## config.mk

```make
export PLATFORM = sky130hd
export DESIGN_NAME = dmem_arbiter
export DESIGN_NICKNAME = d
export VERILOG_FILES = /design/src/rtl/dmem_arb_pkg.sv /design/src/rtl/dmem_arb_pick.sv /design/src/rtl/dmem_arbiter.sv
export SDC_FILE = /design/constraint.sdc
export NUM_CORES = 1
export LEC_CHECK = 0
export ABC_CLOCK_PERIOD_IN_PS = 2250
export BUFFER_PORTS_ARGS = -buffer_cell sky130_fd_sc_hd__buf_2
export CORE_MARGIN = 2
export CORE_UTILIZATION = 25
export DETAILED_ROUTE_END_ITERATION = 12
export GPL_TIMING_DRIVEN = 0
export PLACE_DENSITY_LB_ADDON = 0.3
export SLEW_MARGIN = 10
export SYNTH_ARGS = -nofsm -noshare
export SYNTH_HDL_FRONTEND = slang
export SYNTH_HIERARCHICAL = 1
export SYNTH_SLANG_ARGS = --single-unit
```

## constraint.sdc

```tcl
create_clock -name clk -period 2.25 [get_ports clk]
set_input_delay 0.45 -clock clk [delete_from_list [all_inputs] [get_ports clk]]
set_output_delay 0.45 -clock clk [all_outputs]
set_load 0.1 [all_outputs]
```

## src/rtl/dmem_arb_pkg.sv

```systemverilog
// -----------------------------------------------------------------------------
// dmem_arb_pkg
// Shared types and constants for the data-memory arbiter.
//   arb_state_e : arbiter FSM states (idle, CPU transfer, host transfer)
//   owner_e     : requester identity used for grant and round-robin history
//   ERR_DATA    : read data returned when a transfer times out
//   Def*        : default widths / timeout for the arbiter parameters
// -----------------------------------------------------------------------------
package dmem_arb_pkg;

   localparam int unsigned DefAddrW         = 32;
   localparam int unsigned DefDataW         = 32;
   localparam int unsigned DefTimeoutCycles = 15;

   localparam logic [31:0] ERR_DATA = 32'hDEADBEEF;

   typedef enum logic [1:0] {
      StIdle     = 2'd0,
      StCpuXfer  = 2'd1,
      StHostXfer = 2'd2
   } arb_state_e;

   typedef enum logic {
      OwnCpu  = 1'b0,
      OwnHost = 1'b1
   } owner_e;

   // The requester that did not own the bus last time.
   function automatic owner_e other_owner(owner_e o);
      return (o == OwnCpu) ? OwnHost : OwnCpu;
   endfunction

endpackage

```

## src/rtl/dmem_arb_pick.sv

```systemverilog
// -----------------------------------------------------------------------------
// dmem_arb_pick
// Combinational two-way round-robin pick between the CPU and the host.
// A lone requester always wins; on a tie the requester that was not served
// last wins.
//   cpu_req_i    in  CPU request
//   host_req_i   in  host request
//   last_owner_i in  owner of the most recently completed transfer
//   grant_o      out some requester is active
//   owner_o      out chosen requester (meaningful only with grant_o)
// -----------------------------------------------------------------------------
module dmem_arb_pick
   import dmem_arb_pkg::*;
(
   input  logic   cpu_req_i,
   input  logic   host_req_i,
   input  owner_e last_owner_i,
   output logic   grant_o,
   output owner_e owner_o
);

   always_comb begin
      grant_o = cpu_req_i | host_req_i;
      owner_o = OwnCpu;
      unique case ({cpu_req_i, host_req_i})
         2'b10:   owner_o = OwnCpu;
         2'b01:   owner_o = OwnHost;
         2'b11:   owner_o = other_owner(last_owner_i);
         default: owner_o = OwnCpu;
      endcase
   end

endmodule

```

## src/rtl/dmem_arbiter.sv

```systemverilog
// -----------------------------------------------------------------------------
// dmem_arbiter
// Arbitrates a single shared data memory between the CPU data port and a
// UART-host debug port. One transfer is in flight at a time; the winning
// request is latched at grant and presented on mem_* until mem_ready.
//
// Optional feature macro: DMEM_ARB_TIMEOUT_EN
//   When defined, a transfer that sees no mem_ready for TIMEOUT_CYCLES cycles
//   completes with rdata = ERR_DATA and sets the sticky arb_err flag.
//   When undefined, transfers wait forever and arb_err is tied low.
//
// Ports
//   clk, rst_n                         clock, synchronous active-low reset
//   cpu_req/we/addr/wdata      in      CPU request
//   cpu_stall                  out     cpu_req & ~cpu_valid
//   cpu_valid, cpu_rdata       out     CPU completion pulse and read data
//   host_req/we/addr/wdata     in      host request
//   host_valid, host_rdata     out     host completion pulse and read data
//   mem_memread/memwrite/addr/wdata out memory command (0 when idle)
//   mem_rdata, mem_ready       in      memory response
//   arb_err                    out     sticky timeout flag
// -----------------------------------------------------------------------------
module dmem_arbiter
   import dmem_arb_pkg::*;
#(
   parameter int unsigned ADDR_W         = DefAddrW,
   parameter int unsigned DATA_W         = DefDataW,
   parameter int unsigned TIMEOUT_CYCLES = DefTimeoutCycles
) (
   input  logic              clk,
   input  logic              rst_n,
   // CPU data port
   input  logic              cpu_req,
   input  logic              cpu_we,
   input  logic [ADDR_W-1:0] cpu_addr,
   input  logic [DATA_W-1:0] cpu_wdata,
   output logic              cpu_stall,
   output logic              cpu_valid,
   output logic [DATA_W-1:0] cpu_rdata,
   // Host debug port
   input  logic              host_req,
   input  logic              host_we,
   input  logic [ADDR_W-1:0] host_addr,
   input  logic [DATA_W-1:0] host_wdata,
   output logic              host_valid,
   output logic [DATA_W-1:0] host_rdata,
   // Shared memory
   output logic              mem_memread,
   output logic              mem_memwrite,
   output logic [ADDR_W-1:0] mem_addr,
   output logic [DATA_W-1:0] mem_wdata,
   input  logic [DATA_W-1:0] mem_rdata,
   input  logic              mem_ready,
   // Status
   output logic              arb_err
);

   arb_state_e        state_q;
   owner_e            last_owner_q;
   logic              we_q;
   logic [ADDR_W-1:0] addr_q;
   logic [DATA_W-1:0] wdata_q;

   logic              grant;
   owner_e            grant_owner;
   logic              in_xfer;
   logic              done_ok;
   logic              timeout_hit;
   logic              done;
   logic [DATA_W-1:0] xfer_rdata;

   dmem_arb_pick u_pick (
      .cpu_req_i    (cpu_req),
      .host_req_i   (host_req),
      .last_owner_i (last_owner_q),
      .grant_o      (grant),
      .owner_o      (grant_owner)
   );

   assign in_xfer = (state_q == StCpuXfer) || (state_q == StHostXfer);

   // Gated by rst_n so a reset landing on the completing cycle aborts the
   // transfer without a valid pulse.
   assign done_ok = in_xfer & mem_ready & rst_n;

`ifdef DMEM_ARB_TIMEOUT_EN
   localparam logic [7:0]        ToLast  = 8'(TIMEOUT_CYCLES - 1);
   localparam logic [DATA_W-1:0] ErrData = DATA_W'(ERR_DATA);

   logic [7:0] cnt_q;
   logic       arb_err_q;

   // cnt_q is the number of XFER cycles already spent, so the hit fires on
   // the TIMEOUT_CYCLES-th cycle of the transfer. A real mem_ready wins.
   assign timeout_hit = in_xfer & ~mem_ready & rst_n & (cnt_q == ToLast);

   always_ff @(posedge clk) begin
      if (!rst_n) begin
         cnt_q     <= '0;
         arb_err_q <= 1'b0;
      end else begin
         if (in_xfer && !done) begin
            cnt_q <= cnt_q + 8'd1;
         end else begin
            cnt_q <= '0;
         end
         if (timeout_hit) begin
            arb_err_q <= 1'b1;
         end
      end
   end

   assign arb_err = arb_err_q;

   always_comb begin
      if (timeout_hit) begin
         xfer_rdata = ErrData;
      end else if (we_q) begin
         xfer_rdata = '0;
      end else begin
         xfer_rdata = mem_rdata;
      end
   end
`else
   logic [7:0] unused_timeout;
   assign unused_timeout = 8'(TIMEOUT_CYCLES);
   assign timeout_hit    = 1'b0;
   assign arb_err        = 1'b0;
   assign xfer_rdata     = we_q ? '0 : mem_rdata;
`endif

   assign done = done_ok | timeout_hit;

   // Arbiter FSM: grant from IDLE, hold the latched request until done.
   always_ff @(posedge clk) begin
      if (!rst_n) begin
         state_q      <= StIdle;
         last_owner_q <= OwnHost;
         we_q         <= 1'b0;
         addr_q       <= '0;
         wdata_q      <= '0;
      end else begin
         unique case (state_q)
            StIdle: begin
               if (grant) begin
                  if (grant_owner == OwnCpu) begin
                     we_q    <= cpu_we;
                     addr_q  <= cpu_addr;
                     wdata_q <= cpu_wdata;
                     state_q <= StCpuXfer;
                  end else begin
                     we_q    <= host_we;
                     addr_q  <= host_addr;
                     wdata_q <= host_wdata;
                     state_q <= StHostXfer;
                  end
               end
            end
            StCpuXfer: begin
               if (done) begin
                  last_owner_q <= OwnCpu;
                  state_q      <= StIdle;
               end
            end
            StHostXfer: begin
               if (done) begin
                  last_owner_q <= OwnHost;
                  state_q      <= StIdle;
               end
            end
            default: state_q <= StIdle;
         endcase
      end
   end

   assign cpu_valid  = done & (state_q == StCpuXfer);
   assign host_valid = done & (state_q == StHostXfer);
   assign cpu_rdata  = cpu_valid ? xfer_rdata : '0;
   assign host_rdata = host_valid ? xfer_rdata : '0;
   assign cpu_stall  = cpu_req & ~cpu_valid;

   assign mem_memread  = in_xfer & ~we_q;
   assign mem_memwrite = in_xfer & we_q;
   assign mem_addr     = in_xfer ? addr_q : '0;
   assign mem_wdata    = in_xfer ? wdata_q : '0;

endmodule

```

After elaboration in Yosys (flattened, before gate mapping)
Cells that the tools add are included.
W data, S select, Z words.

storage, ports and cells
  flip-flop bits (word level) = 68
  input port bits = 167
  logic and storage cells = 47

cells by class
  equality and inequality tests = 8
  mux-type cells = 17
  bitwise operators = 10
  reductions and logical operators = 7

operators with widths
  kind                  number
  $mux W32              7
  $and A1 B1 Y1         7
  $mux W2               3
  $ne A2 B2 Y1 const B  3
  $eq A2 B1 Y1 const B  2
  $eq A2 B2 Y1 const B  2
  $mux W1               4
  $pmux W1 S2           2
  $pmux W2 S2           1
  $reduce_and A2 Y1     2
  $reduce_and A3 Y1     1
  $logic_not A2 Y1      1
  $ne A2 B1 Y1 const B  1
  $not A1 Y1            2
  $reduce_bool A2 Y1    1
  $reduce_or A2 Y1      1
  $logic_or A1 B1 Y1    1
  $or A1 B1 Y1          1

Depth between registers and ports, before layout
Gate-level depths: netlist of run 1.

  word-level depth = 7
  depth in mapped cells = 8
  mapped depth without buffers = 5

Hierarchy
Netlist of run 1, hierarchy kept.

by module, submodules not included
  module         instances  cells an instance  area each (µm²)  seq. area each (µm²)
  dmem_arbiter   1          497                4260.3           1361.3
  dmem_arb_pick  1          2                  13.8             0.0

Worst setup path after synthesis of run 1
No wires, ideal clock.

  path type = reg-to-output
  start point = register state_q[0]
  end point = output host_rdata[22]
  data arrival time = 2.471 ns
  data required time = 1.800 ns
  slack = -0.671 ns
  stages on the path, launching flop included = 7
  buffers on the path = 2
  cell sequence = dfxtp_1 inv_1 ha_1 buf_2 nand4_1 buf_2 nor2_1

between the ends
  word-level cells in the longest chain between the ends = 6
  elaborated cells on any way between the ends = 7

RTL lines
  element                                       line                                     RTL
  start, declared                               dmem_arbiter.sv:58                       arb_state_e state_q;
  start signal, assigned                        dmem_arbiter.sv:137                      state_q <= StIdle;
  start signal, assigned                        dmem_arbiter.sv:150                      state_q <= StCpuXfer;
  start signal, assigned                        dmem_arbiter.sv:155                      state_q <= StHostXfer;
  $eq A2 B1 Y1 or $eq A2 B2 Y1 (tied branches)  dmem_arbiter.sv:80, dmem_arbiter.sv:177
  $logic_or A1 B1 Y1                            dmem_arbiter.sv:80                       assign in_xfer = (state_q == StCpuXfer) || (state_q == StHostXfer);
  $and A1 B1 Y1 (2 in series)                   dmem_arbiter.sv:84                       assign done_ok = in_xfer & mem_ready & rst_n;
  $and A1 B1 Y1 *                               dmem_arbiter.sv:177                      assign host_valid = done & (state_q == StHostXfer);
  $mux W32 *                                    dmem_arbiter.sv:179                      assign host_rdata = host_valid ? xfer_rdata : '0;
  end, declared                                 dmem_arbiter.sv:46                       output logic [DATA_W-1:0] host_rdata,

Mark *: on every way between the ends. The rest lies on a longest branch, timed or not.

Worst setup path after layout of run 1
  start point = register state_q[1]
  end point = output cpu_rdata[5]

between the ends
  word-level cells in the longest chain between the ends = 6
  elaborated cells on any way between the ends = 7

RTL lines
  element                                       line                                     RTL
  $eq A2 B1 Y1 or $eq A2 B2 Y1 (tied branches)  dmem_arbiter.sv:80, dmem_arbiter.sv:176
  $logic_or A1 B1 Y1                            dmem_arbiter.sv:80
  $and A1 B1 Y1 (2 in series)                   dmem_arbiter.sv:84
  $and A1 B1 Y1 *                               dmem_arbiter.sv:176                      assign cpu_valid = done & (state_q == StCpuXfer);
  $mux W32 *                                    dmem_arbiter.sv:178                      assign cpu_rdata = cpu_valid ? xfer_rdata : '0;
  end, declared                                 dmem_arbiter.sv:39                       output logic [DATA_W-1:0] cpu_rdata,

Marks and branches as above.

==> out/summary.log, run 1 <==
[worst_setup_path] worst setup path start state_q[1]
[sta] fin crit share 101%
[clock_network] Num Clock Sinks 68
[sta] final number of setup-violating endpoints 12
[finish] Post-layout nets 992
[power] Worst IR Drop VDD 383 uV
[global_route] met1 routing resource usage after global routing 21.2%
[routing] sum of routed wire length over all layers 17200 um
[clock_network] cts bufs inserted 9
[finish] final design utilization 53.0%
[place] weighted congestion reported at the end of routability-driven placement 0.715
[finish] multi-input combinational cell area 0.00309 sq mm
[worst_setup_path] Crit Path Class flip-flop to output pin
[global_route] gr usage total 18.3%
[sta] upper clock frequency limit 441 MHz
[place] total of buffers placed on input and output ports 298
[job] Max-Cap Viols 0
[routing] total number of vias 4669
[place] Post-Place Cell Area 0.00650 sq mm
[routing] first drt pass iteration count 4
[sta] fin crit period 2270 ps
[worst_setup_path] peak per-stage delay on the critical path 330 ps
[sta] number of slew-limit violations in the final report 0
[die] Die Width 135 um
[global_route] via count of the first global-routing pass 4779
[sta] transition time at the pin with the least slew margin 738 ps
[status] failing checks negative setup slack
[worst_setup_path] number of buffers and inverters on the critical path 4
[power] total power 5.85 mW
[finish] post-synthesis to final-layout area growth 107%
[clock_network] TritonCTS clock tree done
[worst_setup_path] maximum net fanout on the critical path 8
[finish] Seq. cell area 0.00136 sq mm
[global_route] global routing usage on met2 33.3%
[finish] post-route cell area 0.00883 sq mm
[die] num rows 47
[synthesis] number of enable flip-flop cells after synthesis 0
[worst_setup_path] Critical Path Slowest Stage Cell sky130_fd_sc_hd__dfxtp_2
[synthesis] most common library cells after synthesis 129 x sky130_fd_sc_hd__nor2_1, 68 x sky130_fd_sc_hd__dfxtp_1, 67 x sky130_fd_sc_hd__and2_1, 65 x sky130_fd_sc_hd__mux2i_1, 35 x sky130_fd_sc_hd__a211oi_2
[routing] number of design-rule violations left by the first detailed-router iteration 156
[place] total placed cells including tap cells 1017
[die] area enclosed by the die boundary 0.0182 sq mm
[clock_network] root buffer cell sky130_fd_sc_hd__clkbuf_16
[finish] filler cell count in the final layout 1460
[sta] crit path setup slack, layout -16.9 ps
[sta] worst clock skew on the final layout 7.06 ps
[worst_setup_path] critical path launch point type flip-flop
[power] power per cell area 662 mW/mm^2
[routing] number of vias per cell after detailed routing 4.45
[worst_setup_path] Critical Path, Cell by Cell inv_2 -> ha_4 -> nand4_1 -> buf_6 -> clkbuf_16 -> nor2_4 -> buf_12
[routing] post-route ant nets 0
[synthesis] instance count of the mapped netlist 499
[synthesis] portion of the post-synthesis area used by sequential elements 31.9%
[status] run status complete, but fails checks
[sta] RSZ-0062 raised after global routing true
[global_route] busiest grt layer met2
[global_route] largest net degree at the start of global routing 14
[finish] proportion of layout cells with a drive suffix above 1 60.6%
[synthesis] most common cell in the synthesized netlist sky130_fd_sc_hd__nor2_1
[worst_setup_path] arrival time worst endpoint 1820 ps
[global_route] overall overflow remaining after global route 0
[hold_path] hold wc startpoint rst_n
[die] Die H 135 um
[sta] relative slew slack 50.8%
[synthesis] average instance area after synthesis 8.57 sq um
[global_route] first-pass GRT wire length 26000 um
[finish] non-filler cells, final 1050
[place] sum of net half-perimeters after detailed placement 12100 um
[routing] DRC violations left 0
[clock_network] Clock Latency Late Sink 330 ps
[synthesis] biggest area contributors in the synthesized netlist sky130_fd_sc_hd__dfxtp_1 32%, sky130_fd_sc_hd__mux2i_1 15%, sky130_fd_sc_hd__nor2_1 11%
[worst_setup_path] dominant delay contributor by cell family on the critical path buffers and inverters
[synthesis] count of state elements after synthesis 68
[global_route] number of antenna violations at the first check in global routing 3
[routing] DR WL/cell 16.4 um
[worst_setup_path] reg-to-reg critical path startpoint state_q[1]
[global_route] met3 demand-to-capacity share in global routing 4.54%
[synthesis] Warnings, synthesis 6
[synthesis] Main synth FF type sky130_fd_sc_hd__dfxtp_1
[synthesis] largest area contributor in the synthesized netlist sky130_fd_sc_hd__dfxtp_1
[die] effective utilization at floorplan 25.7%
[clock_network] clk slew on worst S/H paths 60 ps
[synthesis] post-synth net total 669
[place] Setup Slack @ Placement -496 ps
[worst_setup_path] type of destination of the critical path output pin
[power] Leakage Power 3.76 nW
[die] area of the core region 0.0166 sq mm
[sta] Hold Fails Final Rpt 0
[synthesis] asr flop ratio synth 0%
[worst_setup_path] critical path data required time 1800 ps
[hold_path] type of the worst min-delay path primary input to flip-flop
[synthesis] portion of synthesized cell area occupied by the leading cell type 31.9%
[clock_network] number of H-tree levels 3
[clock_network] buffers from clock root to sink, at most 2
[synthesis] area of the mapped netlist 0.00427 sq mm
[die] Top Ports 301
[synthesis] number of distinct standard cells referenced by the synthesized netlist 27
-- sequential cells by signal (all words and copies together), names as in the netlist --
signal / flops
state_q: 2
we_q: 1
addr_q: 32
last_owner_q: 1
wdata_q: 32
-- cell type report --
type	count	area share [%]
Antenna cell	3	0.0850
Multi-Input combinational cell	377	35.0
Clock inverter	7	1.13
Timing Repair Buffer	314	37.3
Tap cell	220	3.12
Clock buffer	9	2.55
Buffer	47	5.13
Sequential cell	68	15.4
Inverter	5	0.298
-- kinds of logic after synthesis --
logic type | share of synthesized area (%)
AOI/OAI and AO/OA | 16.5
DFF | 31.9
adders and majority gates | 0.878
buffers and inverters | 8.49
muxes | 15.2
other | 0.0877
and+or+nand+nor | 27.0
-- through the flow --
step	hold slack, ps	TNS (ps)
2_1_floorplan	433	-4020
3_3_place_gp	452	-35820
3_5_place_dp	451	-37950
4_1_cts	346	-1410
5_1_grt	369	-2780
6_report	368	-97.3
-- where the power goes --
part           leakage, nW  switching [mW]  total (mW)  internal [mW]
clock network        0.160           0.569        1.55          0.978
logic                 3.03            1.86        2.82          0.962
registers            0.567          0.0849        1.48           1.40
-- path summary, 6_finish.rpt --
kind,cells after the start,to,slack [ps]
setup reg to reg,8,we_q,750
hold reg to reg,2,last_owner_q,470
setup / recovery,7,cpu_rdata[5],-20
hold / removal,2,last_owner_q,370
-- layout by cell type, fill, tap and decap left out, drive strengths merged --
cell / count
nand4: 2
a21bo: 1
diode: 3
bufinv: 2
o32ai: 2
dfxtp: 68
buf: 344
conb: 1
nand2: 4
nand3: 1
a21boi: 1
mux2i: 65
clkinv: 4
inv: 6
or2: 1
ha: 3
nand2b: 32
a211oi: 65
and2: 67
clkbuf: 26
nor2: 129
a21oi: 1
nor2b: 2
-- worst reg2reg max path, cell delays in order (launching register included) --
cell                       delay [ps]
sky130_fd_sc_hd__dfxtp_2          320
sky130_fd_sc_hd__inv_2             80
sky130_fd_sc_hd__ha_4             130
sky130_fd_sc_hd__and2_1           130
sky130_fd_sc_hd__buf_6            110
sky130_fd_sc_hd__buf_6            150
sky130_fd_sc_hd__buf_4            200
sky130_fd_sc_hd__nor2_1            60
sky130_fd_sc_hd__a211oi_2         230
-- metal layers --
metal,up-vias,wire length (um)
li1,2325,-
met1,2143,6770
met2,181,9010
met3,20,1150
met4,0,311
met5,-,0
-- repair_timing --
item,CTS,global route
endpoints found under the hold margin,0,0
setup endpoints to repair,133,124
gates cloned,2,4
hold buffers,0,0
resized for setup,488,11
setup buffers,9,1
pin swaps,20,16
Note: power is estimated with default switching activity, not from simulation.
==> run 2, diff against run 1 <==
--- a/config.mk
+++ b/config.mk
@@ -7,13 +7,14 @@
 export LEC_CHECK = 0
 export ABC_CLOCK_PERIOD_IN_PS = 2250
 export BUFFER_PORTS_ARGS = -buffer_cell sky130_fd_sc_hd__buf_2
+export CAP_MARGIN = 30
 export CORE_MARGIN = 2
 export CORE_UTILIZATION = 25
 export DETAILED_ROUTE_END_ITERATION = 12
 export GPL_TIMING_DRIVEN = 0
 export PLACE_DENSITY_LB_ADDON = 0.3
+export REMOVE_ABC_BUFFERS = 1
 export SLEW_MARGIN = 10
 export SYNTH_ARGS = -nofsm -noshare
 export SYNTH_HDL_FRONTEND = slang
-export SYNTH_HIERARCHICAL = 1
 export SYNTH_SLANG_ARGS = --single-unit
==> run 2 against run 1 <==
First-iteration DRC count grew 38%. Hold slack lost 1.8 ps. The flow still finishes with violations (negative setup slack). Critical path type unchanged. Critical endpoint is now host_rdata[0]. Utilization shrank 1.9 points. Clock skew shrank 2.2 ps. Count of clock-buffer cells in the layout grew 2. Via count grew 8.4%. Sequential share of layout area grew 2.1 points.
==> out/summary.log, run 2 <==
[status] run status complete, but fails checks
[status] failing checks negative setup slack
[sta] upper clock frequency limit 437 MHz
[finish] post-synthesis to final-layout area growth 101%
[place] Setup Slack @ Placement -959 ps
[synthesis] number of distinct standard cells referenced by the synthesized netlist 23
[sta] transition time at the pin with the least slew margin 610 ps
[die] Top Ports 301
[place] sum of net half-perimeters after detailed placement 9960 um
[sta] Hold Fails Final Rpt 0
[finish] Post-layout nets 1018
[power] total internal power 3.37 mW
[power] share of power burned in combinational logic 52.4%
[power] Worst IR Drop VDD 406 uV
[synthesis] instance count of the mapped netlist 568
[worst_setup_path] type of destination of the critical path output pin
[sta] RSZ-0062 raised after global routing true
[synthesis] asr flop ratio synth 0%
[synthesis] average instance area after synthesis 6.83 sq um
[global_route] number of antenna violations at the first check in global routing 3
[clock_network] root buffer cell sky130_fd_sc_hd__clkbuf_16
[clock_network] number of H-tree levels 3
[routing] sum of routed wire length over all layers 17600 um
[synthesis] number of enable flip-flop cells after synthesis 0
[clock_network] buffers from clock root to sink, at most 2
[synthesis] most common cell in the synthesized netlist sky130_fd_sc_hd__nand2_1
[place] total of buffers placed on input and output ports 299
[clock_network] Clock Latency Late Sink 330 ps
[routing] DR WL/cell 16.8 um
[power] part of the power in the clock network 22.7%
[global_route] overall overflow remaining after global route 0
[finish] top library cells by usage in the layout, fill and taps aside 167 x sky130_fd_sc_hd__buf_2, 134 x sky130_fd_sc_hd__nand2_1, 76 x sky130_fd_sc_hd__buf_12
[worst_setup_path] maximum net fanout on the critical path 10
[global_route] largest net degree at the start of global routing 77
[synthesis] area of the mapped netlist 0.00388 sq mm
[worst_setup_path] termination of the worst setup path host_rdata[0]
[routing] number of design-rule violations left by the first detailed-router iteration 216
[synthesis] portion of the post-synthesis area used by sequential elements 35.1%
[routing] post-route ant nets 0
[place] weighted congestion reported at the end of routability-driven placement 0.736
[worst_setup_path] arrival time worst endpoint 1840 ps
[synthesis] count of state elements after synthesis 68
[finish] largest registers ranked by flip-flop count addr_q: 32 flops, wdata_q: 32 flops, state_q: 2 flops
[worst_setup_path] worst setup path start state_q[1]
[finish] most common library cell in the layout ignoring fill and taps sky130_fd_sc_hd__buf_2
[global_route] gr usage total 18.6%
[die] area of the core region 0.0152 sq mm
[worst_setup_path] setup slack of the worst register-to-register path 470 ps
[die] Die H 129 um
[synthesis] most common library cells after synthesis 134 x sky130_fd_sc_hd__nand2_1, 68 x sky130_fd_sc_hd__dfxtp_1, 66 x sky130_fd_sc_hd__and2_1, 65 x sky130_fd_sc_hd__a31oi_1, 65 x sky130_fd_sc_hd__nor2_1
[finish] proportion of layout cells with a drive suffix above 1 47.1%
[power] Leakage Power 3.44 nW
[routing] DRC violations left 0
[synthesis] biggest area contributors in the synthesized netlist sky130_fd_sc_hd__dfxtp_1 35%, sky130_fd_sc_hd__nand2_1 13%, sky130_fd_sc_hd__and2_1 11%
[die] Die Width 129 um
[global_route] first-pass GRT wire length 24300 um
[finish] final design utilization 51.2%
[worst_setup_path] Crit Path Class flip-flop to output pin
[power] power per cell area 821 mW/mm^2
[routing] number of vias per cell after detailed routing 4.85
[sta] fin crit share 102%
[clock_network] clk slew on worst S/H paths 60 ps
[synthesis] Warnings, synthesis 0
[worst_setup_path] critical path data required time 1800 ps
[global_route] via count of the first global-routing pass 4762
[power] switching power share of the total 47.2%
[die] effective utilization at floorplan 25.5%
[synthesis] Main synth FF type sky130_fd_sc_hd__dfxtp_1
[worst_setup_path] reg-to-reg critical path endpoint addr_q[17]
[routing] total number of vias 5062
[clock_network] TritonCTS clock tree done
[power] power dissipated by switching net loads 3.01 mW
[routing] first drt pass iteration count 4
[power] share of total power in sequential cells 24.9%
[hold_path] type of the worst min-delay path primary input to flip-flop
[clock_network] Num Clock Sinks 68
[die] num rows 45
[job] Max-Cap Viols 0
[worst_setup_path] reg-to-reg critical path startpoint state_q[1]
[sta] relative slew slack 59.3%
[sta] crit path setup slack, layout -38.5 ps
[sta] worst clock skew on the final layout 4.85 ps
[worst_setup_path] critical path launch point type flip-flop
[sta] final number of setup-violating endpoints 28
[hold_path] hold wc startpoint cpu_addr[10]
[worst_setup_path] number of cell instances on the worst register-to-register path 6
[synthesis] largest area contributor in the synthesized netlist sky130_fd_sc_hd__dfxtp_1
[sta] number of slew-limit violations in the final report 0
[sta] fin crit period 2290 ps
[die] area enclosed by the die boundary 0.0165 sq mm
[clock_network] cts bufs inserted 9
[synthesis] portion of synthesized cell area occupied by the leading cell type 35.1%
[run 2: cell count changes after synthesis, moves of 5 or more]
cell,before,now
sky130_fd_sc_hd__nand2_1,4,134
sky130_fd_sc_hd__a31oi_1,0,65
sky130_fd_sc_hd__nor2_1,129,65
sky130_fd_sc_hd__mux2i_1,65,2
sky130_fd_sc_hd__o21ai_0,0,43
sky130_fd_sc_hd__a211oi_2,35,0
sky130_fd_sc_hd__a211oi_1,30,0
sky130_fd_sc_hd__o21ai_1,0,22
sky130_fd_sc_hd__clkbuf_1,14,22
sky130_fd_sc_hd__buf_4,11,16
sky130_fd_sc_hd__buf_6,5,0
[run 2: kinds of logic (layout without fill, tap and decap cells)]
group,Yosys count,after routing,share of synthesized area [%]
simple gates,303,303,35.9
compound gates,134,134,19.8
flops,68,68,35.1
buf+inv,57,342,7.52
fa+ha+maj,3,3,0.968
mux,2,2,0.516
other cells,1,4,0.0967
[run 2: how the worst min path moves through the flow]
stage	end	cells past startpoint
6_report	addr_q[10]	3
5_1_grt	addr_q[24]	3
4_1_cts	addr_q[19]	3
3_5_place_dp	state_q[0]	2
3_3_place_gp	state_q[1]	2
2_1_floorplan	state_q[1]	2
[run 2: power groups by stage]
stage,sequential [mW],clock [mW],combinational (mW)
floorplan,1.57,0,2.12
global placement,1.60,0,2.70
detailed placement,1.61,0,2.77
CTS,1.58,1.50,3.08
global route,1.62,1.55,3.52
finish,1.59,1.45,3.34
[run 2: through the flow]
stage | total power [mW] | instances | hold slack (ps) | setup TNS [ps] | area (sq um)
after floorplan | 3.68 | 515 | 451 | -161360 | 3600
after global placement | 4.30 | 1002 | 476 | -338270 | 5330
after detailed placement | 4.38 | 1010 | 475 | -62740 | 5510
after CTS | 6.16 | 1038 | 349 | -699 | 7190
after global routing | 6.69 | 1044 | 367 | -5640 | 7780
final | 6.38 | 1044 | 366 | -436 | 7780
[run 2: area by class of cell]
class	instances	area, sq um
Clock buffer	11	253
Tap cell	188	235
Antenna cell	3	7.51
Clock inverter	5	50.0
Fill cell	1412	7430
Sequential cell	68	1370
Multi-Input combinational cell	443	2650
Inverter	4	15.0
Timing Repair Buffer	322	3200
[run 2: critical path: stages, from the launching register on]
cell                      delay, ps
sky130_fd_sc_hd__dfxtp_2        340
sky130_fd_sc_hd__inv_2           60
sky130_fd_sc_hd__ha_4           310
sky130_fd_sc_hd__nand4_1        140
sky130_fd_sc_hd__buf_6          170
sky130_fd_sc_hd__buf_8          170
sky130_fd_sc_hd__nor2_4         130
sky130_fd_sc_hd__buf_12         190
[run 2: repair_timing]
item                       CTS  global route
pin swaps                    8            17
setup buffers               10             2
resized for setup          379           131
gates cloned                 2             1
hold buffers                 0             0
setup endpoints to repair  134            74
[run 2: routing by layer]
layer,track usage (%),vias to the layer above,share of wire [%]
li1,-,2443,-
met1,20.3,2320,38
met2,32.7,253,49
met3,5.16,46,8.7
met4,9.78,0,3.4
met5,0,-,0
